<file path="src/rtl/i2c_pkg.sv">
// Shared I2C definitions for i2c_slave, i2c_master and i2c_slave_regctl.
//   regctl_state_t : register-controller protocol state
//   I2C_BYTE_W     : width of one I2C data byte
package i2c_pkg;

  localparam int I2C_BYTE_W = 8;

  typedef enum logic [1:0] {
    RC_IDLE,
    RC_PTR,
    RC_DATA
  } regctl_state_t;

endpackage

</file>
<file path="src/rtl/i2c_slave_regctl.sv">
// Register-access controller behind the i2c_slave byte interface.
// The first byte after START loads the register pointer; following bytes
// write regs[ptr] with auto-increment. Reads stream regs[ptr] out through
// data_i with auto-increment on every consumed byte. A local host can write
// any register, and all registers are visible in parallel on reg_q.
//
// Ports:
//   clk, rst_n                 clock, asynchronous active-low reset
//   bus_start, bus_stop        1-cycle START/repeated-START and STOP pulses
//   data_o, data_o_valid       byte written by the I2C master
//   data_i, data_i_valid       byte returned on I2C reads (= regs[ptr])
//   data_i_ready               slave consumed data_i
//   hw_we, hw_addr, hw_wdata   host write port
//   hw_busy                    host write this cycle dropped (I2C has priority)
//   reg_q                      all registers flattened, reg k at [8k+7:8k]
//   wr_evt, wr_evt_addr        pulse + address of a committed I2C write
//   ptr_o                      current pointer
//   err_wr_idle                sticky: data byte arrived outside a transaction
module i2c_slave_regctl
  import i2c_pkg::*;
#(
  parameter int                  NUM_REGS = 8,
  parameter int                  ADDR_W   = $clog2(NUM_REGS),
  parameter logic [NUM_REGS-1:0] RO_MASK  = '0
) (
  input  logic                             clk,
  input  logic                             rst_n,
  input  logic                             bus_start,
  input  logic                             bus_stop,
  input  logic [I2C_BYTE_W-1:0]            data_o,
  input  logic                             data_o_valid,
  output logic [I2C_BYTE_W-1:0]            data_i,
  output logic                             data_i_valid,
  input  logic                             data_i_ready,
  input  logic                             hw_we,
  input  logic [ADDR_W-1:0]                hw_addr,
  input  logic [I2C_BYTE_W-1:0]            hw_wdata,
  output logic                             hw_busy,
  output logic [NUM_REGS*I2C_BYTE_W-1:0]   reg_q,
  output logic                             wr_evt,
  output logic [ADDR_W-1:0]                wr_evt_addr,
  output logic [ADDR_W-1:0]                ptr_o,
  output logic                             err_wr_idle
);

  regctl_state_t           state, state_nxt;
  logic [I2C_BYTE_W-1:0]   regs [NUM_REGS];
  logic [ADDR_W-1:0]       ptr;

  logic i2c_wr, i2c_commit, ptr_load, rd_adv;

  assign i2c_wr     = (state == RC_DATA) && data_o_valid;
  // Read-only registers still consume the byte and advance the pointer.
  assign i2c_commit = i2c_wr && !RO_MASK[ptr];
  assign ptr_load   = (state == RC_PTR) && data_o_valid;
  // A ready pulse only counts while a byte is actually on offer.
  assign rd_adv     = data_i_ready && data_i_valid;
  assign hw_busy    = hw_we && i2c_commit;

  // State register
  always_ff @(posedge clk or negedge rst_n) begin
    if (!rst_n) state <= RC_IDLE;
    else        state <= state_nxt;
  end

  // Next state: START beats STOP, both override byte-driven progress.
  always_comb begin
    state_nxt = state;
    if (state == RC_PTR && data_o_valid) state_nxt = RC_DATA;
    if (bus_stop)                        state_nxt = RC_IDLE;
    if (bus_start)                       state_nxt = RC_PTR;
  end

  // Pointer: a write and a read refill in the same cycle advance it once.
  always_ff @(posedge clk or negedge rst_n) begin
    if (!rst_n)                 ptr <= '0;
    else if (ptr_load)          ptr <= data_o[ADDR_W-1:0];
    else if (i2c_wr || rd_adv)  ptr <= ptr + ADDR_W'(1);
  end

  // Register file: I2C write wins over the host port.
  always_ff @(posedge clk or negedge rst_n) begin
    if (!rst_n) begin
      for (int k = 0; k < NUM_REGS; k++) regs[k] <= '0;
    end else if (i2c_commit) begin
      regs[ptr] <= data_o;
    end else if (hw_we) begin
      regs[hw_addr] <= hw_wdata;
    end
  end

  // Read path and status flags
  always_ff @(posedge clk or negedge rst_n) begin
    if (!rst_n) begin
      data_i       <= '0;
      data_i_valid <= 1'b0;
      wr_evt       <= 1'b0;
      wr_evt_addr  <= '0;
      err_wr_idle  <= 1'b0;
    end else begin
      // Tracks regs[ptr] every cycle, so writes to the current byte show up
      // one cycle later; the one-cycle valid drop covers the pointer move.
      data_i       <= regs[ptr];
      data_i_valid <= !rd_adv;
      wr_evt       <= i2c_commit;
      if (i2c_commit) wr_evt_addr <= ptr;
      if (state == RC_IDLE && data_o_valid) err_wr_idle <= 1'b1;
    end
  end

  always_comb begin
    for (int k = 0; k < NUM_REGS; k++) reg_q[k*I2C_BYTE_W +: I2C_BYTE_W] = regs[k];
  end

  assign ptr_o = ptr;

endmodule

</file>
<file path="config.mk">
export PLATFORM = sky130hd
export DESIGN_NAME = i2c_slave_regctl
export DESIGN_NICKNAME = d
export VERILOG_FILES = /design/src/rtl/i2c_pkg.sv /design/src/rtl/i2c_slave_regctl.sv
export SDC_FILE = /design/constraint.sdc
export NUM_CORES = 1
export LEC_CHECK = 0
export ABC_AREA = 1
export CELL_PAD_IN_SITES_DETAIL_PLACEMENT = 1
export CELL_PAD_IN_SITES_GLOBAL_PLACEMENT = 1
export CORE_MARGIN = 4
export CORE_UTILIZATION = 36
export DETAILED_ROUTE_END_ITERATION = 10
export HOLD_SLACK_MARGIN = 0.12
export PLACE_DENSITY_LB_ADDON = 0.1
export SYNTH_ARGS = -nofsm -noshare
export SYNTH_HDL_FRONTEND = slang
export SYNTH_SLANG_ARGS = --single-unit
</file>
<file path="constraint.sdc">
create_clock -name clk -period 1.95 [get_ports clk]
set_input_delay 0.2925 -clock clk [delete_from_list [all_inputs] [get_ports clk]]
set_output_delay 0.2925 -clock clk [all_outputs]
set_load 0.05 [all_outputs]
</file>
==> results.yml, run 1 <==
die:
  core-area_um2: 13880
  die_x_um: 126.9
  row_count: 43
  die_area_um2: 16100
  initial_core_util_pct: 36.65
  die-height_um: 126.9
  io_pins: 108
timing:
  slew_headroom_pct: 54.71
  rsz0062_at_grt: "false"
  finClkSkew_ns: 0.005395
  timing.fmax_mhz: 530.1
  period_share_pct: 96.74
  finalSetupViolations: 0
  fin_ws_ns: 0.06362
  worstMarginPinSlew_ns: 0.6793
  finalHoldViolations: 0
  finalMaxSlewViolations: 0
  fin_setup_tns_ns: 0
  finalCriticalPeriod_ns: 1.886
yosys:
  postSynth.asyncResetShare_pct: 100.0
  synth_top_area_share_pct: 40.83
  yosys-top-cells-count: "nand2_1, nand3_1, dfrtp_1"
  avgSynthCellArea_um2: 6.810
  yosysTopAreaCell: "dfrtp_1"
  synth-edff-count: 0
  yosysMostFrequentCell: "nand2_1"
  synth_area_um2: 5087
  syn_inst: 747
  yosysSeqAreaShare_pct: 40.83
  ys_types: 25
  synthFlopType: "dfrtp_1"
  syn_nets: 774
  synth-seq-cells: 83
  yosys-top-cells-area: "dfrtp_1, nand2_1, nand3_1, nand3_2, buf_6"
  yosysWarnings: 0
drt:
  avgViaCountPerCell: 5.329
  ant_nets: 0
  wl_met2_um: 9296
  wirelength_um: 20350
  initialDrtViolationCount: 539
  avgRoutedWirePerCell_um: 19.47
  maxUsedRoutingLayer: "met4"
  drc_errors: 0
  met3WireLength_um: 1556
  drt_pass1_iterations: 5
  drt-met1-wl_um: 9131
  vias: 5569
place:
  place.gp.congestion: 0.8911
  io_buffers: 107
  dp_hpwl_um: 14670
  post-place-ws_ns: 0.05316
pwr:
  p_total_mw: 5.873
  powerDensity_nw_per_um2: 869.5
  p_leak_nw: 3.523
  ir_drop_mv: 0.4137
cells_and_area:
  fillers: 1773
  layout-drive-gt1-share_pct: 12.49
  antenna-diode-count: 0
  syn2layout_area_growth_pct: 32.76
  utilization_pct: 48.66
  final_nets: 888
global_routing:
  grt_pass1_vias: 5699
  grt_antenna_before_repair: 0
  grt.total_usage_pct: 25.42
  grt_overflow_total: 0
  grt_max_degree: 84
  grt_pass1_wl_um: 31880
worst_setup_path:
  worstSetupPathType: "reg -> out"
  crit_slowest_cell: "clkdlybuf4s50_1"
  critPathMaxFanout: 3
  cp-start-kind: "register"
  timing.rr.start: "ptr_o[1]"
  critPathArrivalTime_ns: 1.59
  cp-end-kind: "primary output"
  cp-startpoint: "reg_q[60]"
  path_buf_inv: 1
  crit_chain: "clkdlybuf4s50_1"
  cp_slowest_stage_delay_ns: 0.83
  cp_data_required_time_ns: 1.66
  critical-path-top-delay-family: "buffers and inverters"
status:
  status: "finished, final reports clean"
clock_network:
  cts_resized: 0
  clk_pin_slew_ns: 0.06
  htree_levels: 3
  cts_sinks: 83
  clockBufferDepth: 2
  numCtsBuffers: 9
  cts_tree: "done"
  root_buffer: "clkbuf_16"
  postCtsSetupBuffers: 0
  clock_latency_ns: 0.34
min_path:
  min_from: "wr_evt_addr[0]"
  min_path_type: "reg -> reg"
job:
  cap_violations: 0
## cells by family after synthesis
logic type / synth area share (%)
adder cells (fa/ha/maj): 0.2459
buffers and inverters: 6.960
AO/OA/AOI/OAI: 3.345
AND/OR/NAND/NOR: 48.62
flip-flops: 40.83
## layout make-up
class | instances | area [µm²] | share of cell area, %
Tap cell | 180 | 225.2 | 3.335
Multi-Input combinational cell | 598 | 2666 | 39.48
Clock buffer | 12 | 236.5 | 3.501
Timing Repair Buffer | 141 | 1401 | 20.75
Sequential cell | 83 | 2077 | 30.75
Clock inverter | 3 | 40.04 | 0.5928
Inverter | 28 | 107.6 | 1.593
## path summary, 6_finish.rpt
check / end / slack [ns] / cells after the start
setup / recovery: reg_q[60] / 0.06 / 1
hold reg to reg: wr_evt_addr[0] / 0.49 / 2
min in group asynchronous: reg_q[49] / 0.52 / 3
setup reg to reg: reg_q[1] / 0.24 / 7
max in group asynchronous: reg_q[11] / 1.04 / 3
hold / removal: wr_evt_addr[0] / 0.49 / 2
## metal layers
| layer | vias to the layer above | GRT usage, % |
|---|---|---|
| met5 | - | 0 |
| li1 | 2614 | - |
| met1 | 2710 | 36.70 |
| met2 | 213 | 39.23 |
| met3 | 32 | 3.705 |
| met4 | 0 | 8.328 |
## timing repair
| item | CTS | global route |
|---|---|---|
| endpoints found under the setup margin | 0 | 0 |
| hold buffers | 1 | 0 |
| endpoints found under the hold margin | 83 | 0 |
## power breakdown
part / switching, mW / internal, mW
Clock: 0.699 / 0.983
Combinational: 1.42 / 0.676
Sequential: 0.211 / 1.89
## flip-flops by register name (all words and copies together), names as in the netlist
register      cells
ptr_o             3
err_wr_idle       1
wr_evt_addr       3
state             2
wr_evt            1
data_i            8
data_i_valid      1
reg_q            64
## tightest hold or removal path: stages, from the launching register on
cell and delay, ns:
dfrtp_1 0.34, nand2_1 0.05, o21ai_0 0.06
## through the flow
stage / area (µm²) / instances / hold WS (ns)
floorplan: 5090 / 747 / -0.003091
global placement: 6467 / 1029 / 0.3611
detailed placement: 6467 / 1029 / 0.3656
CTS: 6754 / 1045 / 0.4952
global route: 6754 / 1045 / 0.5171
finish: 6754 / 1045 / 0.4891
## layout by cell type (no fill, tap or decap), drive strengths merged, types with 12 or more instances in the layout
master         instances
nor2                  22
dfrtp                 83
o21ai                 15
nand3                150
a21oi                 14
nand2                392
clkbuf                12
inv                   28
clkdlybuf4s50         96
buf                   44
Note: power is estimated with default switching activity, not from simulation.
==> run 2: changes to the inputs <==
CAP_MARGIN = 20   (was default)
MAX_ROUTING_LAYER = met4   (was default)
==> results.yml, run 2 (same netlist as run 1, synthesis figures left out) <==
cells_and_area:
  fillers: 1790
  layout_common_cells: "nand2_1, nand3_1, clkdlybuf4s50_1"
  utilization_pct: 49.21
  final_nets: 893
  largest_reg_flops: 64
  layout_commonest_cell: "nand2_1"
  antenna-diode-count: 0
  stdcell_area_um2: 6830
  syn2layout_area_growth_pct: 34.26
  layout-drive-gt1-share_pct: 13.32
clock_network:
  cts_sinks: 83
  clk_pin_slew_ns: 0.06
  clockBufferDepth: 2
  htree_levels: 3
  root_buffer: "clkbuf_16"
  postCtsSetupBuffers: 0
  clock_latency_ns: 0.35
  numCtsBuffers: 9
  cts_tree: "done"
global_routing:
  grt.total_usage_pct: 27.30
  grt_overflow_total: 0
  grt_pass1_vias: 5787
  grt_pass1_wl_um: 32950
  grt_antenna_before_repair: 0
  grt_max_degree: 35
worst_setup_path:
  r2r-end: "reg_q[4]"
  crit_slowest_cell: "clkdlybuf4s50_1"
  r2r_cells: 9
  cp-end-kind: "primary output"
  worstSetupPathType: "reg -> out"
  cp_data_required_time_ns: 1.66
  critical-path-top-delay-family: "buffers and inverters"
  cp-start-kind: "register"
  crit_chain: "clkdlybuf4s50_1"
  cp_slowest_stage_delay_ns: 0.84
  timing.rr.start: "ptr_o[2]"
  r2r_slack_ns: 0.20
  critPathMaxFanout: 3
  critPathArrivalTime_ns: 1.62
  path_buf_inv: 1
timing:
  timing.fmax_mhz: 522.2
  rsz0062_at_grt: "false"
  fin_setup_tns_ns: 0
  finalMaxSlewViolations: 0
  finClkSkew_ns: 0.008555
  slew_headroom_pct: 56.76
  finalSetupViolations: 0
  worstMarginPinSlew_ns: 0.6486
  whs_ns: 0.4001
  finalHoldViolations: 0
  period_share_pct: 98.21
  finalCriticalPeriod_ns: 1.915
die:
  core-area_um2: 13880
  die-height_um: 126.9
  die_area_um2: 16100
  io_pins: 108
  initial_core_util_pct: 36.65
  die_x_um: 126.9
  row_count: 43
drt:
  ant_nets: 0
  initialDrtViolationCount: 434
  avgViaCountPerCell: 5.344
  vias: 5617
  drc_errors: 0
  avgRoutedWirePerCell_um: 20.05
  drt_pass1_iterations: 5
  wirelength_um: 21070
place:
  io_buffers: 107
  dp_hpwl_um: 15220
  place.gp.congestion: 0.9368
  post_dp_cell_area_um2: 6505
pwr:
  p_leak_nw: 3.558
  ir_drop_mv: 0.4213
  powerDensity_nw_per_um2: 885.3
min_path:
  min_path_type: "in -> async"
job:
  cap_violations: 0
status:
  status: "finished, final reports clean"
## run 2: cell types whose count changed in the layout (fill, tap and decap cells not counted)
cell        before  now
clkinv_2         2    0
clkinvlp_4       0    2
buf_4           36   41
clkbuf_8         0    3
clkbuf_1         3    1
## run 2: worst register-to-register path, cell delays in order, from the launching register on
cell,delay (ns)
dfrtp_1,0.52
buf_4,0.24
nor2_4,0.21
nand2_1,0.10
nor2_2,0.16
buf_4,0.18
nand2_1,0.07
nand2_1,0.10
nand2_1,0.06
nand2_1,0.06
## run 2: cell type report
class,instances,area (µm²),share of cell area (%)
Multi-Input combinational cell,598,2666,39.04
Sequential cell,83,2077,30.41
Timing Repair Buffer,146,1439,21.07
Clock buffer,13,270.3,3.957
Tap cell,180,225.2,3.297
Inverter,28,107.6,1.575
Clock inverter,3,45.04,0.6595
## run 2: repair_timing
| action | in CTS | in global routing |
|---|---|---|
| hold buffers | 1 | 0 |
| endpoints found under the setup margin | 0 | 0 |
| hold endpoints to repair | 23 | 0 |
| gates resized for setup | 0 | 0 |
## run 2: per-layer routing
metal / GRT usage (%) / wire length (µm) / vias to the layer above
met1: 37.24 / 9406 / 2744
met2: 41.81 / 9710 / 210
li1: - / - / 2627
met5: - / 0 / -
met4: 10.03 / 547 / 0
met3: 3.368 / 1409 / 36
## run 2: how the worst max path moves through the flow
stage                     end  slack (ns)  depth (start not counted)         start
global placement    reg_q[43]        0.14                          8  data_o_valid
finish               reg_q[8]        0.03                          1      reg_q[8]
detailed placement  reg_q[45]        0.06                          8  data_o_valid
CTS                 reg_q[44]        0.04                          1     reg_q[44]
global route        reg_q[44]       0.009                          1     reg_q[44]
floorplan             hw_busy        0.18                          7      state[0]
## run 2: where the power goes
| part | internal, mW | total, mW | switching (mW) |
|---|---|---|---|
| clock | 1.10 | 1.83 | 0.730 |
| sequential | 1.89 | 2.09 | 0.203 |
| combinational | 0.689 | 2.13 | 1.44 |
## run 2: through the flow
step | std cells | total power, mW | worst slack [ns]
final | 1051 | 6.047 | 0.03497
after global routing | 1051 | 6.299 | 0.009197
after CTS | 1051 | 6.068 | 0.03664
after detailed placement | 1034 | 4.236 | 0.05553
after global placement | 1034 | 4.195 | 0.1404
after floorplan | 747 | 3.301 | 0.1810
